$ cat src/rtl/cmd_issuer.sv
// Host-side command issuer: sends a 16-bit command as two UART bytes (high first), then waits for one response byte.
// Optional response timeout is enabled with `define RESP_TIMEOUT_EN (TIMEOUT_CYC sets the limit).
module cmd_issuer #(
  parameter int unsigned TIMEOUT_CYC = 1_000_000
) (
  input  logic        clk,
  input  logic        rst,
  input  logic [15:0] cmd,
  input  logic        snd_cmd,
  output logic [7:0]  tx_data,
  output logic        trmt,
  input  logic        tx_done,
  input  logic        rx_rdy,
  input  logic [7:0]  rx_data,
  output logic        clr_rx_rdy,
  output logic        cmd_snt,
  output logic [7:0]  resp,
  output logic        resp_rdy,
  output logic        busy,
  output logic        timeout
);

  typedef enum logic [1:0] {IDLE, HIGH, LOW, RESP} state_t;

  state_t     state;
  // Only the low byte needs holding: the high byte goes out on the accept cycle.
  logic [7:0] cmd_reg;

  if (TIMEOUT_CYC < 2) begin : g_bad_timeout
    $error("cmd_issuer: TIMEOUT_CYC must be at least 2");
  end

`ifdef RESP_TIMEOUT_EN
  localparam int unsigned CNT_W = $clog2(TIMEOUT_CYC);
  logic [CNT_W-1:0] cnt;
  logic             cnt_done;
  assign cnt_done = (cnt == CNT_W'(TIMEOUT_CYC - 1));
`else
  assign timeout = 1'b0;
`endif

  // Every received byte is consumed at once; only in RESP is it kept as the response.
  assign clr_rx_rdy = rx_rdy;
  assign busy       = (state != IDLE);

  always_ff @(posedge clk or posedge rst) begin
    if (rst) begin
      state    <= IDLE;
      cmd_reg  <= 8'h00;
      tx_data  <= 8'h00;
      trmt     <= 1'b0;
      cmd_snt  <= 1'b0;
      resp     <= 8'h00;
      resp_rdy <= 1'b0;
`ifdef RESP_TIMEOUT_EN
      timeout  <= 1'b0;
      cnt      <= '0;
`endif
    end else begin
      trmt <= 1'b0;
      case (state)
        IDLE: begin
          if (snd_cmd) begin
            cmd_reg  <= cmd[7:0];
            cmd_snt  <= 1'b0;
            resp_rdy <= 1'b0;
`ifdef RESP_TIMEOUT_EN
            timeout  <= 1'b0;
`endif
            trmt     <= 1'b1;
            tx_data  <= cmd[15:8];
            state    <= HIGH;
          end
        end
        // The !trmt guard keeps trmt from ever being high on back-to-back cycles.
        HIGH: begin
          if (tx_done && !trmt) begin
            trmt    <= 1'b1;
            tx_data <= cmd_reg;
            state   <= LOW;
          end
        end
        LOW: begin
          if (tx_done && !trmt) begin
            cmd_snt <= 1'b1;
`ifdef RESP_TIMEOUT_EN
            cnt     <= '0;
`endif
            state   <= RESP;
          end
        end
        RESP: begin
          if (rx_rdy) begin
            resp     <= rx_data;
            resp_rdy <= 1'b1;
            state    <= IDLE;
          end
`ifdef RESP_TIMEOUT_EN
          else if (cnt_done) begin
            timeout <= 1'b1;
            state   <= IDLE;
          end else begin
            cnt <= cnt + CNT_W'(1);
          end
`endif
        end
        default: state <= IDLE;
      endcase
    end
  end

endmodule

$ cat config.mk
export PLATFORM = sky130hd
export DESIGN_NAME = cmd_issuer
export DESIGN_NICKNAME = d
export VERILOG_FILES = /design/src/rtl/cmd_issuer.sv
export SDC_FILE = /design/constraint.sdc
export NUM_CORES = 1
export LEC_CHECK = 0
export ABC_CLOCK_PERIOD_IN_PS = 2350
export BUFFER_PORTS_ARGS = -buffer_cell sky130_fd_sc_hd__buf_4
export CORE_ASPECT_RATIO = 1.75
export CORE_UTILIZATION = 35
export DETAILED_ROUTE_END_ITERATION = 8
export PLACE_DENSITY = 0.71
export SYNTH_ARGS = -nofsm -noshare
export SYNTH_HDL_FRONTEND = slang
export SYNTH_SLANG_ARGS = --single-unit
$ cat constraint.sdc
create_clock -name clk -period 2.35 [get_ports clk]
set_clock_uncertainty 0.2 [all_clocks]
set_input_delay 0 -clock clk [delete_from_list [all_inputs] [get_ports clk]]
set_output_delay 0 -clock clk [all_outputs]
set_load 0.02 [all_outputs]
==> results_dict.tcl, run 1 <==
set metrics [dict create \
    power_frac_comb 0.521 \
    slowest_delay_ns 0.44 \
    r2r_start "state[0]$_DFFE_PP0P_" \
    drt_wl_total_um 3050 \
    crit_fanout 8 \
    timing.fmax_mhz 469 \
    cts_buffer_depth 2 \
    layout_common_cells "51 x buf_4, 32 x mux2_2, 29 x dfrtp_1, 29 x dlygate4sd3_1" \
    ios 51 \
    yosysTopAreaCellShare 0.539 \
    place.gp.congestion 0.800 \
    clockPowerShare 0.141 \
    slew_viol_final 0 \
    switching_power_uw 979 \
    status "finished, final reports clean" \
    setup_viol 0 \
    routedWlPerCell_um 13.2 \
    grt_start_max_net_pins 30 \
    end_kind "flip-flop" \
    cts_tree "done" \
    crit_chain "inv_1 > ha_1 > nor2b_1 > a211oi_4 > mux2_2" \
    peakVddDrop_mv 0.631 \
    num_rows 29 \
    leakage_nw 1.01 \
    avgSynthCellArea_um2 13.6 \
    min_period_over_period 0.907 \
    grt-ovfl-total 0 \
    clock-sinks 29 \
    critPathLaunchType "flip-flop" \
    cts_hold_buffers 29 \
    seqPwrFrac 0.338 \
    vias_per_cell 4.51 \
    drtPass1Iterations 4 \
    synth_nets 134 \
    reg2reg_slack_ns 0.22 \
    cts_root_buffer "clkbuf_8" \
    nets 218 \
    fin_ws_ns 0.218 \
    hold_class "in -> async" \
    async_flop_share 1.00 \
    synth_area_leader_cell "dfrtp_1" \
    syn_inst 99 \
    arrival_ns 2.09 \
    drt-initial-drc-count 8 \
    pre_cts_ws_ns 0.218 \
    final_common_cell "buf_4" \
    r2r_end "tx_data[6]$_DFFE_PP0P_" \
    port_buffers 49 \
    dieArea_mm2 0.00411 \
    setup_tns_ns 0 \
    num_vias 1038 \
    area_growth_pct 58.8 \
    rsz0062_at_grt "false" \
    cpLargestDelayFamily "compound AO/OA/AOI/OAI gates" \
    final_antenna_net_count 0 \
    synth_edf_count 0 \
    power_density_mw_per_mm2 1260 \
    ys_seq_area_frac 0.539 \
    required_ns 2.31 \
    finalPower_mw 2.70 \
    post-route-drc-count 0 \
    post-route-min-period_ns 2.13 \
    path_clk_slew_ns 0.06 \
    reg2reg_depth 5 \
    grt_pass1_vias 1174 \
    intPower_mw 1.72 \
    finalHoldViolCount 0 \
    fp.dieH_um 84.1 \
    switching_share 0.363 \
    crit_buf_inv 1 \
    start_util 0.368 \
    synth-main-ff-cell "dfrtp_1" \
    design.core.area_mm2 0.00366 \
    crit_type "reg -> reg" \
    num_antenna_cells 0 \
    cp_slowest_cell "a211oi_4" \
    antenna_found_initial 0 \
    grt_usage 0.178 \
    drive_gt1_frac 0.484 \
    grt_pass1_wl_um 5330 \
    critical_path_depth 5 \
    yosys_warnings 0 \
    ys_types 18 \
    dpl.hpwl_um 2070 \
    cts_resized 0 \
    post_cts_buffers 0 \
    cts_buffers 5 \
    insertion_delay_ns 0.28 \
    syn_area_mm2 0.00135 \
    cap_violations 0 \
    synth_area_leaders "dfrtp_1 54%, mux2_2 27%, ha_1 5.6%" \
    htree_levels 2 \
    synth-seq-cells 29 \
    die_width_um 48.9 \
]
==> worst max path at each step <==
| stage | startpoint | slack [ns] | endpoint |
|---|---|---|---|
| 2_1_floorplan | state[1]$_DFFE_PP0P_ | 0.32 | tx_data[4]$_DFFE_PP0P_ |
| 3_5_place_dp | state[0]$_DFFE_PP0P_ | 0.22 | tx_data[1]$_DFFE_PP0P_ |
| 4_1_cts | state[0]$_DFFE_PP0P_ | 0.21 | tx_data[1]$_DFFE_PP0P_ |
| 6_report | state[0]$_DFFE_PP0P_ | 0.22 | tx_data[6]$_DFFE_PP0P_ |
| 3_3_place_gp | state[0]$_DFFE_PP0P_ | 0.32 | tx_data[2]$_DFFE_PP0P_ |
| 5_1_grt | state[0]$_DFFE_PP0P_ | 0.07 | tx_data[1]$_DFFE_PP0P_ |
==> worst reg2reg max path: stages, from the launching register on <==
cell      delay (ns)
dfrtp_1         0.40
inv_1           0.11
ha_1            0.28
nor2b_1         0.19
a211oi_4        0.44
mux2_2          0.39
==> stage by stage <==
| stage | instance area, µm² | util | cells | hold slack (ns) |
|---|---|---|---|---|
| floorplan | 1350 | - | 99 | -0.122 |
| global placement | 1770 | 0.483 | 193 | -0.113 |
| detailed placement | 1770 | 0.483 | 193 | -0.0971 |
| CTS | 2140 | 0.584 | 230 | 0.157 |
| global route | 2140 | 0.584 | 230 | 0.228 |
| finish | 2140 | 0.584 | 230 | 0.183 |
==> per-layer routing <==
layer | vias up | part of all wire | track usage | wire (µm)
met2 | 28 | 0.55 | 0.306 | 1660
met5 | - | 0 | 0 | 0
met4 | 0 | 0.030 | 0.112 | 92
met1 | 494 | 0.38 | 0.187 | 1170
met3 | 7 | 0.040 | 0.0492 | 123
li1 | 509 | - | - | -
==> power by group through the flow <==
stage               Clock (mW)  Combinational [mW]  Sequential (mW)
CTS                      0.399                1.42            0.914
global placement             0                1.31            0.910
floorplan                    0               0.699             1.09
global route             0.424                1.52            0.947
finish                   0.381                1.40            0.911
detailed placement           0                1.36            0.923
==> cell families after synthesis <==
group | Yosys count | share of synthesized area
simple gates | 12 | 0.0409
other cells | 1 | 0.00278
buf+inv | 9 | 0.0306
flops | 29 | 0.539
fa+ha+maj | 6 | 0.0557
mux | 34 | 0.283
compound gates | 8 | 0.0483
==> layout make-up <==
class                           instances  area (µm²)
Multi-Input combinational cell         61         581
Timing Repair Buffer                   80         673
Tap cell                               46        57.6
Sequential cell                        29         726
Clock buffer                            8        80.1
Fill cell                             300        1530
Inverter                                6        22.5
==> synthesized netlist by cell type (2+ instances only) <==
master	n
ha_1	6
dfrtp_1	29
inv_1	6
buf_4	2
nor2b_1	2
nand2_1	5
a21oi_1	4
mux2_2	32
nor2_1	3
nand2b_1	2
Power figures use the tool's default switching activity.
==> inputs of run 2 (changes only) <==
--- a/config.mk
+++ b/config.mk
@@ -7,10 +7,12 @@
 export LEC_CHECK = 0
 export ABC_CLOCK_PERIOD_IN_PS = 2350
 export BUFFER_PORTS_ARGS = -buffer_cell sky130_fd_sc_hd__buf_4
+export CELL_PAD_IN_SITES_DETAIL_PLACEMENT = 0
+export CELL_PAD_IN_SITES_GLOBAL_PLACEMENT = 1
 export CORE_ASPECT_RATIO = 1.75
 export CORE_UTILIZATION = 35
 export DETAILED_ROUTE_END_ITERATION = 8
-export PLACE_DENSITY = 0.71
+export PLACE_DENSITY = 0.85
 export SYNTH_ARGS = -nofsm -noshare
 export SYNTH_HDL_FRONTEND = slang
 export SYNTH_SLANG_ARGS = --single-unit
==> results_dict.tcl, run 2 (synthesis results as in run 1) <==
set metrics [dict create \
    critPathLaunchType "flip-flop" \
    dieArea_mm2 0.00411 \
    insertion_delay_ns 0.27 \
    crit_chain "inv_1 > ha_1 > nor2b_1 > a211oi_4 > mux2_2" \
    timing.fmax_mhz 465 \
    setup_tns_ns 0 \
    cap_violations 0 \
    placed_cell_area_mm2 0.00177 \
    pre_cts_ws_ns 0.207 \
    place.gp.congestion 0.743 \
    drtPass1Iterations 3 \
    start_util 0.368 \
    hold_class "in -> async" \
    required_ns 2.31 \
    finalHoldViolCount 0 \
    r2r_start "state[0]$_DFFE_PP0P_" \
    dpl.hpwl_um 2150 \
    setup_viol 0 \
    place_inst 193 \
    multiInputGateArea_um2 581 \
    grt_pass1_vias 1197 \
    post-route-min-period_ns 2.15 \
    cp_slowest_cell "a211oi_4" \
    crit_type "reg -> reg" \
    vias_per_cell 4.62 \
    cts_root_buffer "clkbuf_8" \
    drt_wl_total_um 3120 \
    slew_viol_final 0 \
    finalNonFillerCells 230 \
    grt-ovfl-total 0 \
    path_clk_slew_ns 0.06 \
    cts_tree "done" \
    fp.dieH_um 84.1 \
    clock-sinks 29 \
    antenna_found_initial 0 \
    min_period_over_period 0.915 \
    layout_common_cells "51 x buf_4, 32 x mux2_2, 29 x dfrtp_1, 29 x dlygate4sd3_1" \
    grt_pass1_wl_um 5380 \
    fin_ws_ns 0.199 \
    ios 51 \
    cts_buffers 5 \
    cts_buffer_depth 2 \
    reg2reg_slack_ns 0.20 \
    seqCellArea_um2 726 \
    drt-initial-drc-count 15 \
    fin_area_mm2 0.00218 \
    leakage_nw 1.03 \
    htree_levels 2 \
    post_cts_buffers 0 \
    port_buffers 49 \
    design.core.area_mm2 0.00366 \
    cts_resized 0 \
    slowest_delay_ns 0.44 \
    cts_hold_buffers 29 \
    crit_fanout 8 \
    num_rows 29 \
    arrival_ns 2.11 \
    r2r_end "tx_data[7]$_DFFE_PP0P_" \
    final_antenna_net_count 0 \
    area_growth_pct 61.5 \
    post-route-drc-count 0 \
    end_kind "flip-flop" \
    final_common_cell "buf_4" \
    fillers 303 \
    peakVddDrop_mv 0.658 \
    reg2reg_depth 5 \
    nets 218 \
    num_vias 1062 \
    status "finished, final reports clean" \
    rsz0062_at_grt "false" \
    grt_usage 0.177 \
    grt_start_max_net_pins 30 \
    die_width_um 48.9 \
    num_antenna_cells 0 \
    routedWlPerCell_um 13.6 \
    power_density_mw_per_mm2 1310 \
    fin_util 0.594 \
    drive_gt1_frac 0.495 \
]
[run 2: changes by cell type in the layout (fill, tap and decap cells not counted), sizes merged]
| cell | change |
|---|---|
| clkbuf | -1 |
| bufinv | +1 |
[run 2: worst max-delay path by stage]
stage | depth (start not counted) | to | startpoint | slack, ns
floorplan | 5 | tx_data[4]$_DFFE_PP0P_ | state[1]$_DFFE_PP0P_ | 0.32
global placement | 5 | tx_data[7]$_DFFE_PP0P_ | state[0]$_DFFE_PP0P_ | 0.31
detailed placement | 5 | tx_data[7]$_DFFE_PP0P_ | state[0]$_DFFE_PP0P_ | 0.21
CTS | 5 | tx_data[7]$_DFFE_PP0P_ | state[0]$_DFFE_PP0P_ | 0.20
global route | 5 | tx_data[1]$_DFFE_PP0P_ | state[1]$_DFFE_PP0P_ | 0.07
finish | 5 | tx_data[7]$_DFFE_PP0P_ | state[0]$_DFFE_PP0P_ | 0.20
[run 2: final cells by class]
cell class                      count  share of cell area
Clock buffer                        7              0.0397
Tap cell                           46              0.0265
Inverter                            6              0.0104
Clock inverter                      1              0.0138
Sequential cell                    29               0.334
Multi-Input combinational cell     61               0.267
Timing Repair Buffer               80               0.309
[run 2: worst max-delay path, delay by kind of cell (launching register included)]
family                     cells  cell delay, ns
DFF                            1            0.41
muxes                          1            0.40
and+or+nand+nor                1            0.19
buffers and inverters          1            0.11
adders and majority gates      1            0.28
AOI/OAI and AO/OA              1            0.44
[run 2: per-stage QoR]
stage / hold slack [ns] / total power [mW]
3_3_place_gp: -0.105 / 2.23
5_1_grt: 0.209 / 3.04
6_report: 0.183 / 2.84
4_1_cts: 0.158 / 2.88
3_5_place_dp: -0.0970 / 2.29
2_1_floorplan: -0.122 / 1.79
[run 2: report_power, final]
| group | leakage (nW) | switching [mW] | internal, mW | total, mW |
|---|---|---|---|---|
| clock network | 0.0585 | 0.175 | 0.345 | 0.519 |
| logic | 0.627 | 0.660 | 0.745 | 1.41 |
| registers | 0.346 | 0.153 | 0.764 | 0.917 |
| total | 1.03 | 0.988 | 1.85 | 2.84 |
[run 2: routing by layer]
| layer | track usage | routed length, µm |
|---|---|---|
| met1 | 0.179 | 1150 |
| met2 | 0.309 | 1740 |
| met3 | 0.0419 | 87 |
| met4 | 0.123 | 140 |
| met5 | 0 | 0 |
==> inputs of run 3 (changes only) <==
--- a/config.mk
+++ b/config.mk
@@ -13,6 +13,7 @@
 export CORE_UTILIZATION = 35
 export DETAILED_ROUTE_END_ITERATION = 8
 export PLACE_DENSITY = 0.85
+export REMOVE_ABC_BUFFERS = 1
 export SYNTH_ARGS = -nofsm -noshare
 export SYNTH_HDL_FRONTEND = slang
 export SYNTH_SLANG_ARGS = --single-unit
==> results_dict.tcl, run 3 (synthesis results as in run 1) <==
set metrics [dict create \
    status "finished, final reports clean" \
    routedWlPerCell_um 12.7 \
    clock-sinks 29 \
    cts_tree "done" \
    design.core.area_mm2 0.00366 \
    die_width_um 48.9 \
    crit_type "reg -> reg" \
    intPower_mw 1.75 \
    grt_pass1_vias 1165 \
    min_period_over_period 0.900 \
    end_kind "flip-flop" \
    ios 51 \
    setup_tns_ns 0 \
    rsz0062_at_grt "false" \
    post-route-drc-count 0 \
    cts_buffers 5 \
    num_rows 29 \
    reg2reg_depth 5 \
    cts_root_buffer "clkbuf_8" \
    final_antenna_net_count 0 \
    r2r_end "tx_data[0]$_DFFE_PP0P_" \
    arrival_ns 2.07 \
    drt-initial-drc-count 12 \
    area_growth_pct 59.8 \
    slew_viol_final 0 \
    insertion_delay_ns 0.27 \
    leakage_nw 1.02 \
    layout_common_cells "52 x buf_4, 32 x mux2_2, 29 x dfrtp_1, 29 x dlygate4sd3_1" \
    vias_per_cell 4.58 \
    num_antenna_cells 0 \
    cts_buffer_depth 2 \
    cts_resized 0 \
    hold_class "in -> async" \
    setup_viol 0 \
    dpl.hpwl_um 2090 \
    drive_gt1_frac 0.495 \
    required_ns 2.31 \
    fp.dieH_um 84.1 \
    seqPwrFrac 0.337 \
    crit_fanout 8 \
    antenna_found_initial 0 \
    fillers 296 \
    num_vias 1054 \
    power_frac_comb 0.517 \
    clockPowerShare 0.146 \
    hold_ws_ns 0.182 \
    finalHoldViolCount 0 \
    post-route-min-period_ns 2.12 \
    switching_power_uw 961 \
    start_util 0.368 \
    final_common_cell "buf_4" \
    cap_violations 0 \
    drt_wl_total_um 2920 \
    peakVddDrop_mv 0.662 \
    grt_usage 0.168 \
    place.gp.congestion 0.792 \
    grt_pass1_wl_um 5180 \
    path_clk_slew_ns 0.06 \
    grt-ovfl-total 0 \
    r2r_start "state[1]$_DFFE_PP0P_" \
    power_density_mw_per_mm2 1260 \
    port_buffers 49 \
    drtPass1Iterations 4 \
    grt_start_max_net_pins 30 \
    timing.fmax_mhz 473 \
    htree_levels 2 \
    seqCellArea_um2 726 \
    dieArea_mm2 0.00411 \
    nets 219 \
    switching_share 0.355 \
    reg2reg_slack_ns 0.23 \
    critPathLaunchType "flip-flop" \
    multiInputGateArea_um2 581 \
]
## run 3: changes by cell type in the layout (fill, tap and decap cells not counted)
| cell | delta |
|---|---|
| buf_4 | +1 |
| bufinv_16 | -1 |
## run 3: final cells by class
| type | count | area share |
|---|---|---|
| clock buffer | 7 | 0.0401 |
| timing repair buffer | 81 | 0.316 |
| inverter | 6 | 0.0105 |
| tap | 46 | 0.0267 |
| multi-input combinational | 61 | 0.270 |
| sequential | 29 | 0.337 |
## run 3: how the worst max path moves through the flow
stage | from | end | slack [ns] | depth (start not counted)
final | state[1]$_DFFE_PP0P_ | tx_data[0]$_DFFE_PP0P_ | 0.23 | 5
after global routing | state[1]$_DFFE_PP0P_ | tx_data[7]$_DFFE_PP0P_ | 0.11 | 5
after CTS | state[1]$_DFFE_PP0P_ | tx_data[0]$_DFFE_PP0P_ | 0.22 | 5
after detailed placement | state[1]$_DFFE_PP0P_ | tx_data[5]$_DFFE_PP0P_ | 0.22 | 5
after global placement | state[0]$_DFFE_PP0P_ | tx_data[2]$_DFFE_PP0P_ | 0.31 | 5
after floorplan | state[1]$_DFFE_PP0P_ | tx_data[0]$_DFFE_PP0P_ | 0.26 | 5
## run 3: worst max-delay path, stage by stage, from the launching register on
cell      delay, ns
dfrtp_1        0.42
inv_1          0.12
ha_1           0.35
nor2_1         0.13
a211oi_4       0.39
mux2_2         0.39
## run 3: layer usage
layer | part of all wire | up-vias | global-route usage
li1 | - | 505 | -
met5 | 0 | - | 0
met1 | 0.38 | 517 | 0.169
met2 | 0.57 | 27 | 0.307
met4 | 0.019 | 0 | 0.0802
met3 | 0.032 | 5 | 0.0455
## run 3: repair_timing
action	4_1_cts	5_1_grt
buffers inserted	0	0
endpoints found under the hold margin	57	0
endpoints found under the setup margin	0	0
hold buffers	29	0
## run 3: through the flow
step	setup WS (ns)	power (mW)	cells	instance area, µm²	utilization
final	0.234	2.71	230	2150	0.588
after detailed placement	0.215	2.28	194	1780	0.485
after floorplan	0.264	1.79	96	1330	-
after global placement	0.305	2.24	194	1780	0.485
after global routing	0.108	2.90	230	2150	0.588
after CTS	0.215	2.74	230	2150	0.588
## run 3: power by group through the flow
stage	Clock (mW)	Sequential [mW]	Combinational (mW)
floorplan	0	1.09	0.692
global placement	0	0.907	1.33
detailed placement	0	0.922	1.36
CTS	0.410	0.915	1.42
global route	0.431	0.954	1.51
finish	0.395	0.913	1.40
